## src/rtl/lc3b_types.sv

```systemverilog
// Shared LC-3b types and multiply/divide unit constants.
package lc3b_types;

    localparam int unsigned WORD_W   = 16;
    localparam int unsigned MD_ITERS = 16;
    localparam int unsigned MD_CNT_W = $clog2(MD_ITERS);
    localparam logic [MD_CNT_W-1:0] MD_CNT_LAST = MD_CNT_W'(MD_ITERS - 1);

    typedef logic [WORD_W-1:0] lc3b_word;

    // Encodings match the control word's lc3x_mux_sel field, which drives op_sel directly.
    typedef enum logic [1:0] {
        md_mult = 2'b01,
        md_div  = 2'b10
    } lc3x_md_op;

    // Two's-complement negate at word width.
    function automatic lc3b_word neg_word(input lc3b_word w);
        return lc3b_word'(~w + WORD_W'(1));
    endfunction

    // Magnitude of a signed word; 16'h8000 maps to itself, read as unsigned 32768.
    function automatic lc3b_word abs_word(input lc3b_word w);
        return w[WORD_W-1] ? neg_word(w) : w;
    endfunction

endpackage

```

## src/rtl/mult_div_datapath.sv

```systemverilog
// Iterative shift-add multiplier / restoring divider datapath.
// Multiply: r_a = multiplicand (shifts left), r_b = multiplier (shifts right), r_acc = product.
// Divide:   r_a = |dividend| becoming quotient, r_b = |divisor|, r_acc = partial remainder.
module mult_div_datapath
    import lc3b_types::*;
(
    input  logic     clk,
    input  logic     reset,
    input  logic     i_load,
    input  logic     i_step,
    input  logic     i_is_div,
    input  lc3b_word i_srca,
    input  lc3b_word i_srcb,
    output lc3b_word o_result_c
);

    logic            r_is_div;
    logic            r_neg;
    lc3b_word        r_a;
    lc3b_word        r_b;
    lc3b_word        r_acc;

    logic [WORD_W:0] w_rem_sh;
    logic [WORD_W:0] w_diff;
    logic            w_fits;
    lc3b_word        w_add;
    lc3b_word        w_a_nxt;
    lc3b_word        w_b_nxt;
    lc3b_word        w_acc_nxt;

    // One iteration of the selected algorithm; result reflects the post-step values.
    always_comb begin
        w_rem_sh   = {r_acc, r_a[WORD_W-1]};
        w_diff     = w_rem_sh - {1'b0, r_b};
        w_fits     = ~w_diff[WORD_W];
        w_add      = r_b[0] ? r_a : '0;
        w_a_nxt    = r_a;
        w_b_nxt    = r_b;
        w_acc_nxt  = r_acc;
        o_result_c = r_acc;
        if (r_is_div) begin
            w_acc_nxt  = w_fits ? w_diff[WORD_W-1:0] : w_rem_sh[WORD_W-1:0];
            w_a_nxt    = {r_a[WORD_W-2:0], w_fits};
            o_result_c = r_neg ? neg_word(w_a_nxt) : w_a_nxt;
        end else begin
            w_acc_nxt  = r_acc + w_add;
            w_a_nxt    = {r_a[WORD_W-2:0], 1'b0};
            w_b_nxt    = {1'b0, r_b[WORD_W-1:1]};
            o_result_c = w_acc_nxt;
        end
    end

    // Operand capture on load, one iteration per step.
    always_ff @(posedge clk or posedge reset) begin
        if (reset) begin
            r_is_div <= 1'b0;
            r_neg    <= 1'b0;
            r_a      <= '0;
            r_b      <= '0;
            r_acc    <= '0;
        end else if (i_load) begin
            r_is_div <= i_is_div;
            r_neg    <= i_srca[WORD_W-1] ^ i_srcb[WORD_W-1];
            r_a      <= i_is_div ? abs_word(i_srca) : i_srca;
            r_b      <= i_is_div ? abs_word(i_srcb) : i_srcb;
            r_acc    <= '0;
        end else if (i_step) begin
            r_a      <= w_a_nxt;
            r_b      <= w_b_nxt;
            r_acc    <= w_acc_nxt;
        end
    end

endmodule

```

## src/rtl/lc3x_mult_div.sv

```systemverilog
// LC-3X multi-cycle multiply/divide unit: IDLE -> RUN (16 iterations) -> DONE.
module lc3x_mult_div
    import lc3b_types::*;
(
    input  logic       clk,
    input  logic       reset,
    input  logic       start,
    input  logic [1:0] op_sel,
    input  lc3b_word   srca,
    input  lc3b_word   srcb,
    input  logic       flush,
    output logic       busy,
    output logic       done,
    output lc3b_word   result,
    output logic       div_zero
);

    localparam logic [1:0] S_IDLE = 2'b00;
    localparam logic [1:0] S_RUN  = 2'b01;
    localparam logic [1:0] S_DONE = 2'b10;

    logic [1:0]          r_state;
    logic [MD_CNT_W-1:0] r_cnt;

    logic [1:0]          w_next;
    logic                w_load;
    logic                w_step;
    logic                w_fin;
    logic                w_dz;
    logic                w_is_div;
    logic                w_valid_op;
    lc3b_word            w_dp_result_c;

    assign w_is_div   = (op_sel == md_div);
    assign w_valid_op = (op_sel == md_mult) || w_is_div;

    // Next-state and datapath control.
    always_comb begin
        w_next = r_state;
        w_load = 1'b0;
        w_step = 1'b0;
        w_fin  = 1'b0;
        w_dz   = 1'b0;
        case (r_state)
            S_IDLE: begin
                if (!flush && start && w_valid_op) begin
                    w_load = 1'b1;
                    if (w_is_div && (srcb == '0)) begin
                        w_dz   = 1'b1;
                        w_next = S_DONE;
                    end else begin
                        w_next = S_RUN;
                    end
                end
            end
            S_RUN: begin
                if (flush) begin
                    w_next = S_IDLE;
                end else begin
                    w_step = 1'b1;
                    if (r_cnt == MD_CNT_LAST) begin
                        w_fin  = 1'b1;
                        w_next = S_DONE;
                    end
                end
            end
            S_DONE:  w_next = S_IDLE;
            default: w_next = S_IDLE;
        endcase
    end

    // State, iteration counter and registered outputs.
    always_ff @(posedge clk or posedge reset) begin
        if (reset) begin
            r_state  <= S_IDLE;
            r_cnt    <= '0;
            busy     <= 1'b0;
            done     <= 1'b0;
            div_zero <= 1'b0;
            result   <= '0;
        end else begin
            r_state  <= w_next;
            busy     <= (w_next != S_IDLE);
            done     <= (w_next == S_DONE);
            div_zero <= w_dz;
            if (w_load) begin
                r_cnt <= '0;
            end else if (w_step) begin
                r_cnt <= r_cnt + MD_CNT_W'(1);
            end
            if (w_dz) begin
                result <= '1;
            end else if (w_fin) begin
                result <= w_dp_result_c;
            end
        end
    end

    mult_div_datapath u_datapath (
        .clk        (clk),
        .reset      (reset),
        .i_load     (w_load),
        .i_step     (w_step),
        .i_is_div   (w_is_div),
        .i_srca     (srca),
        .i_srcb     (srcb),
        .o_result_c (w_dp_result_c)
    );

endmodule

```

## config.mk

```make
export PLATFORM = sky130hd
export DESIGN_NAME = lc3x_mult_div
export DESIGN_NICKNAME = d
export VERILOG_FILES = /design/src/rtl/lc3b_types.sv /design/src/rtl/mult_div_datapath.sv /design/src/rtl/lc3x_mult_div.sv
export SDC_FILE = /design/constraint.sdc
export NUM_CORES = 1
export LEC_CHECK = 0
export ABC_AREA = 1
export CAP_MARGIN = 20
export CELL_PAD_IN_SITES_DETAIL_PLACEMENT = 0
export CELL_PAD_IN_SITES_GLOBAL_PLACEMENT = 1
export CORE_MARGIN = 2
export CORE_UTILIZATION = 46
export DETAILED_ROUTE_END_ITERATION = 8
export GPL_ROUTABILITY_DRIVEN = 0
export GPL_TIMING_DRIVEN = 0
export PLACE_DENSITY = 0.93
export SKIP_CTS_REPAIR_TIMING = 1
export SLEW_MARGIN = 10
export SYNTH_ARGS = -nofsm -noshare
export SYNTH_HDL_FRONTEND = slang
export SYNTH_SLANG_ARGS = --single-unit
```

## constraint.sdc

```tcl
create_clock -name clk -period 4.9 [get_ports clk]
set_input_delay 0.98 -clock clk [delete_from_list [all_inputs] [get_ports clk]]
set_output_delay 0.98 -clock clk [all_outputs]
set_load 0.02 [all_outputs]
```

# --- Yosys cells after proc, flatten, opt, wreduce, memory -nomap -nowiden ---
# Cells that the tools add are included.
totals:
  mem_bits_rw: 0
  inputBits: 38
  mem_bits_ro: 0
  latch_bits: 0
  word_cells: 75
  out_inout_bits: 19
  ff_bits: 75
  memories: 0
classes:
  bitwise_logic: 5
  muxes: 36
  div: 0
  shifts: 0
  multipliers: 0
  magnitude_cmp: 0
  add_sub_neg: 6
  n_reduce_logical: 11
  n_eq_ne: 6
op_table:
  columns: ["cell", "n"]
  rows:
  - ["16-bit two-way mux", 18]
  - ["16-bit by 1-bit adder with 16-bit output, second input constant", 3]
  - ["16-bit NOT", 3]
  - ["17-bit by 16-bit subtractor with 17-bit output", 1]
  - ["16-bit adder", 1]
  - ["16-bit logical NOT", 1]
  - ["1-bit two-way mux", 11]
  - ["2-bit two-way mux", 4]
  - ["4-bit two-way mux", 2]
  - ["2-bit nonzero test", 3]
  - ["4-bit by 1-bit adder with 4-bit output, second input constant", 1]
  - ["2-bit by 1-bit equality test with 1-bit output, second input constant", 2]
  - ["2-bit equality test, second input constant", 2]
  - ["4-bit equality test, second input constant", 1]
  - ["2-bit one-hot mux with 2 select lines", 1]
  - ["1-bit logical AND", 3]
  - ["2-bit logical NOT", 1]
  - ["2-bit by 1-bit != test with 1-bit output, second input constant", 1]
  - ["2-bit AND reduction", 1]
  - ["1-bit logical NOT", 1]
  - ["1-bit logical OR", 1]
  - ["1-bit NOT", 1]
  - ["1-bit XOR", 1]

# --- Logic depth before layout (Yosys ltp) ---
logic_depth:
  word_depth: 8
  depth_mapped: 22
  ltp_nobuf: 21

# --- Cells and area by module ---
# From an unflattened synthesis, not the netlist that was laid out.
unflattened:
  hier_cells: 991
  area_unflattened_um2: 6628.9
modules_own_cells:
  columns: ["mod", "area_per_inst_um2", "cells_per_inst", "n_inst", "seq_area_each_um2"]
  rows:
  - ["mult_div_datapath", 5420.2, 857, 1, 1251.2]
  - ["lc3x_mult_div", 1208.7, 134, 1, 625.6]

# --- Worst setup path after synthesis ---
# No wires, ideal clock.
synth_path:
  path_kind: "reg2reg"
  startpoint: "reg u_datapath.r_a[15]"
  endpoint: "reg result[10]"
  setup_ns: 0.121
  n_path_buf: 1
  period_less_slack_ns: 2.930
  arrival_time_ns: 2.809
  stages_incl_launch_ff: 21
  required_time_ns: 4.779
  path_slack_ns: 1.970
  cell_sequence: "dfrtp_1 -> inv_1 -> ha_1 -> inv_1 -> fa_1 -> nand3_1 -> nand3_2 -> nand2_2 -> nand2_4 -> nand2_2 -> nand3_1 -> nand2_4 -> buf_6 -> ha_1 -> nand4_1 -> nor3_1 -> a21oi_1 -> o21ai_0 -> a21oi_1 -> nor3_1 -> nor2_1"
synth_between:
  elab_chain_cells: 8
synth_lines:
  columns: ["item", "line", "rtl"]
  rows:
  - ["start, declared", "mult_div_datapath.sv:19", "lc3b_word r_a;"]
  - ["start signal, assigned", "mult_div_datapath.sv:64", "r_a <= i_is_div ? abs_word(i_srca) : i_srca;"]
  - ["start signal, assigned", "mult_div_datapath.sv:68", "r_a <= w_a_nxt;"]
  - ["17-bit by 16-bit subtractor with 17-bit output", "mult_div_datapath.sv:34", "w_diff = w_rem_sh - {1'b0, r_b};"]
  - ["1-bit NOT", "mult_div_datapath.sv:35", "w_fits = ~w_diff[WORD_W];"]
  - ["16-bit NOT", "lc3b_types.sv:19", "return lc3b_word'(~w + WORD_W'(1));"]
  - ["16-bit by 1-bit adder with 16-bit output", "lc3b_types.sv:19", null]
  - ["16-bit two-way mux", "mult_div_datapath.sv:44", "o_result_c = r_neg ? neg_word(w_a_nxt) : w_a_nxt;"]
  - ["16-bit two-way mux", "mult_div_datapath.sv:41", "if (r_is_div) begin"]
  - ["16-bit two-way mux", "lc3x_mult_div.sv:93", "end else if (w_fin) begin"]
  - ["16-bit two-way mux", "lc3x_mult_div.sv:91", "if (w_dz) begin"]
  - ["end signal, assigned", "lc3x_mult_div.sv:94", "result <= w_dp_result_c;"]
  - ["end, declared", "lc3x_mult_div.sv:14", "output lc3b_word result,"]
# Every way passes these cells. The select of a mux whose other input is x is not followed.
# A chain may end at the register's enable or synchronous reset.

# --- Worst setup path in the final report ---
layout_path:
  startpoint: "reg u_datapath.r_a[15]"
  endpoint: "reg result[14]"
# The elaborated chain is that of the path after synthesis.

==> results.yml <==
outcome:
  status: "finished, final reports clean"
global_route:
  grt_pass1_vias: 5894
  overflow: 0
  antenna_found_initial: 0
  grt_max_degree: 46
  grt_use_total: 0.267
  grt_pass1_wl_microns: 30200
power:
  clock_power_share: 0.152
  p_switching_mw: 2.31
  seqPwrFrac: 0.222
  p_leak_nw: 3.61
  total_power_mw: 4.56
  ir_worst_vdd_v: 0.000323
  power_density_mw_per_mm2: 617
  p_int_mw: 2.25
  p_sw_frac: 0.507
  pwr-share-comb: 0.626
final_layout:
  fin_nets: 1077
  drive_gt1_frac: 0.0627
  num_antenna_cells: 0
  num-fill-cells: 1327
  regArea_sq_mm: 0.00188
  fin_area_sq_mm: 0.00739
  area_delta_synth_final_pct: 17.7
  final_cell_count_no_fill: 1181
  multi_input_area_sq_mm: 0.00380
clocking:
  htreeDepth: 3
  cts_tree: "built"
  clk_latency_ns: 0.35
  ctsLongestPathBuffers: 2
  cts.sinks: 75
  clk_pin_slew_ns: 0.06
  cts_buffers: 9
  cts-root-buf: "clkbuf_16"
timing:
  setup_viol: 0
  worst_pin_slew_ns: 0.643
  hold_viol: 0
  slew_viol_final: 0
  max_freq_ghz: 0.276
  skew_ns: 0.0141
  fin_tns_setup_ns: 0
  rsz0062_at_grt: "false"
  slew_headroom: 0.572
  fin_ws_ns: 1.27
  finalCritPeriodShare: 0.740
  finalCriticalPeriod_ns: 3.63
floorplan:
  io-pin-count: 57
  core_sq_mm: 0.0133
  placementRows: 42
  start_util: 0.472
  die_y_microns: 121
  dieArea_sq_mm: 0.0146
  die_x_microns: 121
drt:
  dr.pass1.iters: 7
  ant_nets: 0
  post_drt_wl_per_cell_microns: 15.8
  viasPerCell: 5.46
  wirelength_microns: 18700
  drtIter0Drc: 538
  drc_errors: 0
  vias: 6446
synth:
  synth_seq_cells: 75
  yosysMostFrequentCell: "nand2_1"
  synthArstFlopShare: 1.00
  synth-edff-count: 0
  syn_area_sq_mm: 0.00628
  synthesis.instances: 932
  synthFlopType: "dfrtp_1"
  synth_top_area_frac: 0.299
  yosys_warnings: 0
  synthTopCellsByArea: "dfrtp_1 30%, nand2_1 13%, ha_1 7.4%, inv_1 6.8%, nand3_1 6.5%"
  synth.distinct_cells: 45
  ys_seq_area_frac: 0.299
  postSynthAreaPerCell_sq_um: 6.74
  yosysTopAreaCell: "dfrtp_1"
  synth_commonest_cells: "219 x nand2_1, 113 x inv_1, 88 x nor2_1, 81 x nand3_1, 75 x dfrtp_1"
  syn_nets: 1009
job:
  max_cap_violations: 0
placement:
  dp.cells: 1165
  dp_slack_ns: 1.35
  hpwl_microns: 14700
  placed_area_sq_mm: 0.00709
  port_buffers: 56
setup_path:
  worstSetupPathType: "flop to flop"
  crit_required_ns: 5.18
  r2r_slack_ns: 1.27
  worstPathMaxFanout: 10
  critPathCaptureType: "flop"
  start_kind: "flop"
  arrival_ns: 3.91
worst_hold_path:
  hp-class: "flop to flop"
cell usage in the layout, fill, tap and decap left out, types with 4 or more instances in the layout:
cell / count
clkdlybuf4s50_1: 56
nand3_1: 81
o211ai_1: 15
nor3_2: 4
o21ai_1: 17
clkbuf_1: 19
xor2_1: 10
nand4_1: 7
ha_1: 37
inv_2: 5
o21ai_0: 67
a31oi_1: 6
clkbuf_16: 9
dfrtp_1: 75
buf_2: 7
a21oi_2: 4
o221ai_1: 14
a21oi_1: 59
nor2_1: 88
o21bai_1: 7
xnor2_1: 13
nand2_1: 219
inv_1: 112
nor3_1: 19
nand2_2: 9
stage by stage:
stage,hold slack [ns],utilization
3_5_place_dp,0.467,0.533
5_1_grt,0.480,0.556
3_3_place_gp,0.466,0.531
4_1_cts,0.472,0.556
2_1_floorplan,0.423,-
6_report,0.473,0.556
cell type report:
class,instances,share of cell area
multi-input cells,707,0.514
inverters,119,0.0611
repair buffers,57,0.0796
clock buffers,10,0.0323
well taps,176,0.0298
plain buffers,31,0.0210
clock inverters,6,0.00863
flip-flops and latches,75,0.254
cell families (layout without fill, tap and decap cells):
| group | count (synthesis) | after routing | share of synthesized area |
|---|---|---|---|
| AOI/OAI and AO/OA | 203 | 203 | 0.188 |
| xor gates and xnor gates | 23 | 23 | 0.0321 |
| adders and majority gates | 39 | 39 | 0.0801 |
| buffers and inverters | 150 | 223 | 0.0963 |
| DFF | 75 | 75 | 0.299 |
| and+or+nand+nor | 442 | 442 | 0.304 |
critical path, cell delays in order, from the launching register on:
cell     delay [ns]
dfrtp_1        0.42
inv_1          0.07
ha_1           0.14
inv_1          0.06
fa_1           0.41
nand3_1        0.11
nand3_2        0.12
nand2_2        0.10
nand2_4        0.07
nand2_2        0.08
nand3_1        0.11
nand2_4        0.17
buf_6          0.18
ha_1           0.21
nand4_1        0.17
nor3_1         0.31
a21oi_1        0.16
nor2_1         0.15
a21oi_1        0.08
o21ai_0        0.14
nand3_1        0.21
nand2_1        0.11
path summary, 6_finish.rpt:
path                                           startpoint                         endpoint  cells after the start
max                        u_datapath.r_a[15]$_DFFE_PP0P_           result[14]$_DFFE_PP0P_                     21
min                                  r_state[1]$_DFF_PP0_             r_state[0]$_DFF_PP0_                      1
max reg2reg                u_datapath.r_a[15]$_DFFE_PP0P_           result[14]$_DFFE_PP0P_                     21
min reg2reg                          r_state[1]$_DFF_PP0_             r_state[0]$_DFF_PP0_                      1
max in group asynchronous                           reset    u_datapath.r_a[6]$_DFFE_PP0P_                      3
min in group asynchronous                           reset  u_datapath.r_acc[6]$_DFFE_PP0P_                      2
registers in the layout, summed over array words and instances (netlist names):
signal,cells
u_datapath.r_a,16
result,16
done,1
r_state,2
div_zero,1
u_datapath.r_is_div,1
u_datapath.r_b,16
u_datapath.r_acc,16
u_datapath.r_neg,1
r_cnt,4
busy,1
power groups by stage:
stage | logic [mW] | registers, mW | clock network (mW)
after floorplan | 2.19 | 0.935 | 0
after global placement | 2.79 | 1.01 | 0
after detailed placement | 2.82 | 1.02 | 0
after CTS | 2.83 | 1.01 | 0.698
after global routing | 3.24 | 1.04 | 0.730
final | 2.85 | 1.01 | 0.693
metal layers:
layer,vias up,share of wire,GRT usage
met1,2978,0.47,0.380
met2,183,0.45,0.416
met4,0,0.020,0.0901
li1,3256,-,-
met5,-,0,0
met3,29,0.054,0.0368
No activity file was read; power rests on OpenSTA's default activity.
